===== src/rtl/fsm_traffic_controller.sv =====
// Single-approach traffic-light sequencer: Moore FSM RED -> GREEN -> YELLOW -> RED with per-phase timers.
// Optional RED_YELLOW phase between RED and GREEN when FSM_RED_YELLOW_EN is defined.
module fsm_traffic_controller #(
    parameter int RED_TIME    = 5,
    parameter int GREEN_TIME  = 4,
    parameter int YELLOW_TIME = 2,
    parameter int RY_TIME     = 1,
    parameter int CNT_W       = 8
) (
    input  logic       clock,
    input  logic       reset,
    output logic [2:0] light
);

    localparam longint MAX_DUR = longint'(1) << CNT_W;

`ifdef FSM_RED_YELLOW_EN
    localparam int N_DUR = 4;
    localparam longint DUR_TAB [N_DUR] = '{RED_TIME, GREEN_TIME, YELLOW_TIME, RY_TIME};
`else
    localparam int N_DUR = 3;
    localparam longint DUR_TAB [N_DUR] = '{RED_TIME, GREEN_TIME, YELLOW_TIME};
`endif

    // Durations outside 1..2^CNT_W cannot be counted by the phase timer.
    generate
        for (genvar gi = 0; gi < N_DUR; gi++) begin : g_dur_check
            if (DUR_TAB[gi] < 1 || DUR_TAB[gi] > MAX_DUR) begin : g_bad
                $error("fsm_traffic_controller: phase duration %0d out of range 1..%0d",
                       DUR_TAB[gi], MAX_DUR);
            end
        end
`ifndef FSM_RED_YELLOW_EN
        if (RY_TIME != 1) begin : g_ry_ignored
            $info("fsm_traffic_controller: RY_TIME ignored without FSM_RED_YELLOW_EN");
        end
`endif
    endgenerate

    // Terminal timer values; a duration of 2^CNT_W terminates at all-ones.
    localparam logic [CNT_W-1:0] RED_LAST    = CNT_W'(RED_TIME - 1);
    localparam logic [CNT_W-1:0] GREEN_LAST  = CNT_W'(GREEN_TIME - 1);
    localparam logic [CNT_W-1:0] YELLOW_LAST = CNT_W'(YELLOW_TIME - 1);
`ifdef FSM_RED_YELLOW_EN
    localparam logic [CNT_W-1:0] RY_LAST     = CNT_W'(RY_TIME - 1);
`endif

`ifdef FSM_RED_YELLOW_EN
    typedef enum logic [1:0] {
        RED        = 2'd0,
        GREEN      = 2'd1,
        YELLOW     = 2'd2,
        RED_YELLOW = 2'd3
    } state_t;
`else
    typedef enum logic [1:0] {
        RED    = 2'd0,
        GREEN  = 2'd1,
        YELLOW = 2'd2
    } state_t;
`endif

    state_t           state;
    state_t           state_next;
    logic [CNT_W-1:0] timer;
    logic [CNT_W-1:0] timer_next;

    always_ff @(posedge clock or posedge reset) begin
        if (reset) begin
            state <= RED;
            timer <= '0;
        end else begin
            state <= state_next;
            timer <= timer_next;
        end
    end

    always_comb begin
        state_next = state;
        timer_next = timer + 1'b1;
        case (state)
            RED: begin
                if (timer == RED_LAST) begin
`ifdef FSM_RED_YELLOW_EN
                    state_next = RED_YELLOW;
`else
                    state_next = GREEN;
`endif
                    timer_next = '0;
                end
            end
`ifdef FSM_RED_YELLOW_EN
            RED_YELLOW: begin
                if (timer == RY_LAST) begin
                    state_next = GREEN;
                    timer_next = '0;
                end
            end
`endif
            GREEN: begin
                if (timer == GREEN_LAST) begin
                    state_next = YELLOW;
                    timer_next = '0;
                end
            end
            YELLOW: begin
                if (timer == YELLOW_LAST) begin
                    state_next = RED;
                    timer_next = '0;
                end
            end
            // Unreachable encodings recover to the start of RED on the next edge.
            default: begin
                state_next = RED;
                timer_next = '0;
            end
        endcase
    end

    // Lamp bus {red, yellow, green}, decoded from state only.
    always_comb begin
        light = 3'b100;
        case (state)
            RED:        light = 3'b100;
            GREEN:      light = 3'b001;
            YELLOW:     light = 3'b010;
`ifdef FSM_RED_YELLOW_EN
            RED_YELLOW: light = 3'b110;
`endif
            default:    light = 3'b100;
        endcase
    end

endmodule


===== config.mk =====
export PLATFORM = sky130hd
export DESIGN_NAME = fsm_traffic_controller
export DESIGN_NICKNAME = d
export VERILOG_FILES = /design/src/rtl/fsm_traffic_controller.sv
export SDC_FILE = /design/constraint.sdc
export NUM_CORES = 1
export LEC_CHECK = 0
export CAP_MARGIN = 0
export CORE_AREA = 5 5 42 44
export CTS_BUF_LIST = sky130_fd_sc_hd__clkbuf_4
export CTS_CLUSTER_SIZE = 12
export DETAILED_ROUTE_END_ITERATION = 10
export DIE_AREA = 0 0 47 49
export PLACE_DENSITY = 0.8
export SLEW_MARGIN = 0
export SYNTH_ARGS = -nofsm -noshare
export SYNTH_HDL_FRONTEND = slang
export SYNTH_SLANG_ARGS = --single-unit

===== constraint.sdc =====
create_clock -name clock -period 3.6 [get_ports clock]
set_clock_uncertainty 0.1 [all_clocks]
set_input_delay 0.72 -clock clock [delete_from_list [all_inputs] [get_ports clock]]
set_output_delay 0.72 -clock clock [all_outputs]
set_load 0.01 [all_outputs]

==> impl_metrics.py <==
metrics = {
    "synthesis": {
        "synth_cell_types": 22,
        "synth.net_count": 74,
        "syn-instance-count": 64,
        "syn_avg_cell_area_um2": 10.2,
        "async_flop_share": 1.00,
        "synthTopCellsByArea": "dfrtp_1 (38%), ha_1 (15%), inv_1 (5.7%)",
        "yosys_register_bits": 10,
        "synth_ff_type": "dfrtp_1",
        "ys_warn_count": 0,
        "yosysTopAreaCellShare": 0.382,
        "ys_seq_area_frac": 0.382,
        "synth_edf_count": 0,
        "yosys.area.top_type": "dfrtp_1",
        "synth_common_cells": "dfrtp_1 (10), inv_1 (10), nor2_1 (9), ha_1 (8)",
        "synth_area_um2": 656,
    },
    "grt": {
        "antenna_found_initial": 0,
        "grt.overflow.total": 0,
        "grt_pass1_vias": 457,
        "grt_usage": 0.119,
        "grt_pass1_wl_um": 2040,
        "grt_max_degree": 11,
    },
    "worst_setup_path": {
        "worst_path_max_delay_cell": "clkdlybuf4s50_1",
        "max_stage_delay_ns": 0.52,
        "path_buf_inv": 3,
        "critPathKind": "reg2out",
        "cp.depth": 4,
        "start_kind": "flip-flop",
        "reg2reg_depth": 5,
        "cp-end-kind": "primary output",
        "worstPathArrival_ns": 1.62,
        "worstPathMaxFanout": 5,
        "crit_required_ns": 2.78,
        "path_common_cell": "inv_1",
        "cpLargestDelayFamily": "buffers and inverters",
        "crit_chain": "inv_1 -> ha_1 -> inv_1 -> clkdlybuf4s50_1",
    },
    "clock_network": {
        "cts_buffers": 3,
        "clk_path_buf_depth": 2,
        "hold_buffers": 0,
        "cts_setup_buffers": 0,
        "worstSkewPairLatency_ns": 0.26,
        "cts_root_buf": "clkbuf_4",
        "clk_pin_slew_ns": 0.07,
        "cts_resized": 0,
        "cts_sinks": 10,
        "htreeDepth": 1,
        "cts_tree": "done",
    },
    "detailed_routing": {
        "drt_first_pass_iters": 2,
        "detail_route.iter0.violations": 13,
        "ant_nets": 0,
        "vias_per_cell": 5.30,
        "via_count": 456,
        "route.detailed.drc": 0,
        "wl_per_cell_um": 12.6,
        "wirelength_um": 1080,
    },
    "layout": {
        "drive_above_1_share": 0.143,
        "finalNetCount": 81,
        "area_delta_synth_final_pct": 11.3,
        "n_fill_cell": 138,
        "diodes": 0,
        "final_design_area_no_fill_um2": 729,
        "multi_input_area_um2": 355,
        "layout.area.seq_um2": 250,
    },
    "min_path": {
        "whs_path_depth": 1,
        "hold_class": "reg2reg",
    },
    "run": {
        "drv_cap": 0,
    },
    "sta": {
        "final-hold-violation-count": 0,
        "rsz0062_at_grt": "no",
        "setup_tns_ns": 0,
        "max_freq_mhz": 409,
        "setup_viol": 0,
        "finalCritPeriodShare": 0.679,
        "relSlewSlack": 0.734,
        "min_period_ns": 2.44,
        "worstMarginPinSlew_ns": 0.399,
        "report.final.slew_viol_count": 0,
    },
    "pwr": {
        "irDropWorstVdd_mv": 0.227,
        "power.density_mw_per_mm2": 266,
        "p_leak_nw": 0.352,
    },
    "place": {
        "place_congestion": 0.752,
        "dpl_cell_area_um2": 703,
        "port_buffers": 4,
        "place_hpwl_um": 862,
    },
    "floorplan": {
        "initial_core_util": 0.468,
        "rows": 14,
        "die_h_um": 49,
        "die_w_um": 47,
        "core_area_mm2": 0.00140,
        "dieArea_mm2": 0.00230,
        "pin_count": 5,
    },
    "run_status": {
        "status": "completed",
    },
}
-- stage by stage --
step                total power, W  hold slack (ns)  std cells  worst slack, ns   util
detailed placement        0.000118            0.406         82             1.44  0.502
floorplan                 0.000116            0.369         64             1.97      -
CTS                       0.000197            0.416         86             1.15  0.521
global route              0.000207            0.465         86             1.05  0.521
global placement          0.000118            0.400         82             1.47  0.502
finish                    0.000194            0.409         86             1.16  0.521
-- power breakdown --
group	internal, W	switching (W)	total (W)
combinational	0.00000101	0.00000228	0.00000328
clock	0.0000399	0.0000387	0.0000786
sequential	0.000112	0	0.000112
total	0.000153	0.0000409	0.000194
-- layout make-up --
| class | count | share of cell area |
|---|---|---|
| multi-input combinational | 42 | 0.487 |
| sequential | 10 | 0.343 |
| timing repair buffer | 4 | 0.0549 |
| inverter | 10 | 0.0515 |
| clock buffer | 3 | 0.0309 |
| tap | 16 | 0.0274 |
| clock inverter | 1 | 0.00515 |
-- kinds of logic (layout without fill, tap and decap cells) --
| logic type | count (synthesis) | after routing | synth area share |
|---|---|---|---|
| and+or+nand+nor | 22 | 22 | 0.189 |
| buffers and inverters | 12 | 18 | 0.0763 |
| DFF | 10 | 10 | 0.382 |
| adders and majority gates | 8 | 8 | 0.153 |
| AOI/OAI and AO/OA | 6 | 6 | 0.120 |
| xor gates and xnor gates | 6 | 6 | 0.0802 |
-- state kept, by name, indices dropped and copies added, names as in the netlist --
name / count
state: 2
timer: 8
-- placed cells by master, fill, tap and decap left out, drive strengths merged --
| cell | n |
|---|---|
| nor2 | 9 |
| o31ai | 1 |
| nor4b | 1 |
| inv | 10 |
| clkbuf | 3 |
| clkinv | 1 |
| dfrtp | 10 |
| nand2 | 1 |
| xnor2 | 2 |
| o32a | 2 |
| a31oi | 1 |
| a41oi | 1 |
| nand4 | 1 |
| xor2 | 4 |
| ha | 8 |
| a21boi | 1 |
| and3 | 2 |
| clkdlybuf4s50 | 4 |
| nor3 | 4 |
| nand3 | 4 |
-- path summary, 6_finish.rpt --
kind                                  to  startpoint  slack, ns
worst max-delay path            light[2]    state[1]       1.16
worst min-delay path            timer[0]    timer[0]       0.41
worst max register to register  timer[2]    timer[0]       1.79
worst min register to register  timer[0]    timer[0]       0.41
max in group asynchronous       timer[3]       reset       2.48
min in group asynchronous       state[0]       reset       0.64
-- routing by layer --
metal	wire [um]	vias to the layer above	global-route usage
met3	31	2	0.0369
met1	505	224	0.159
met4	10	0	0.0507
li1	-	226	-
met2	536	4	0.172
met5	0	-	0
Power figures use the tool's default switching activity.
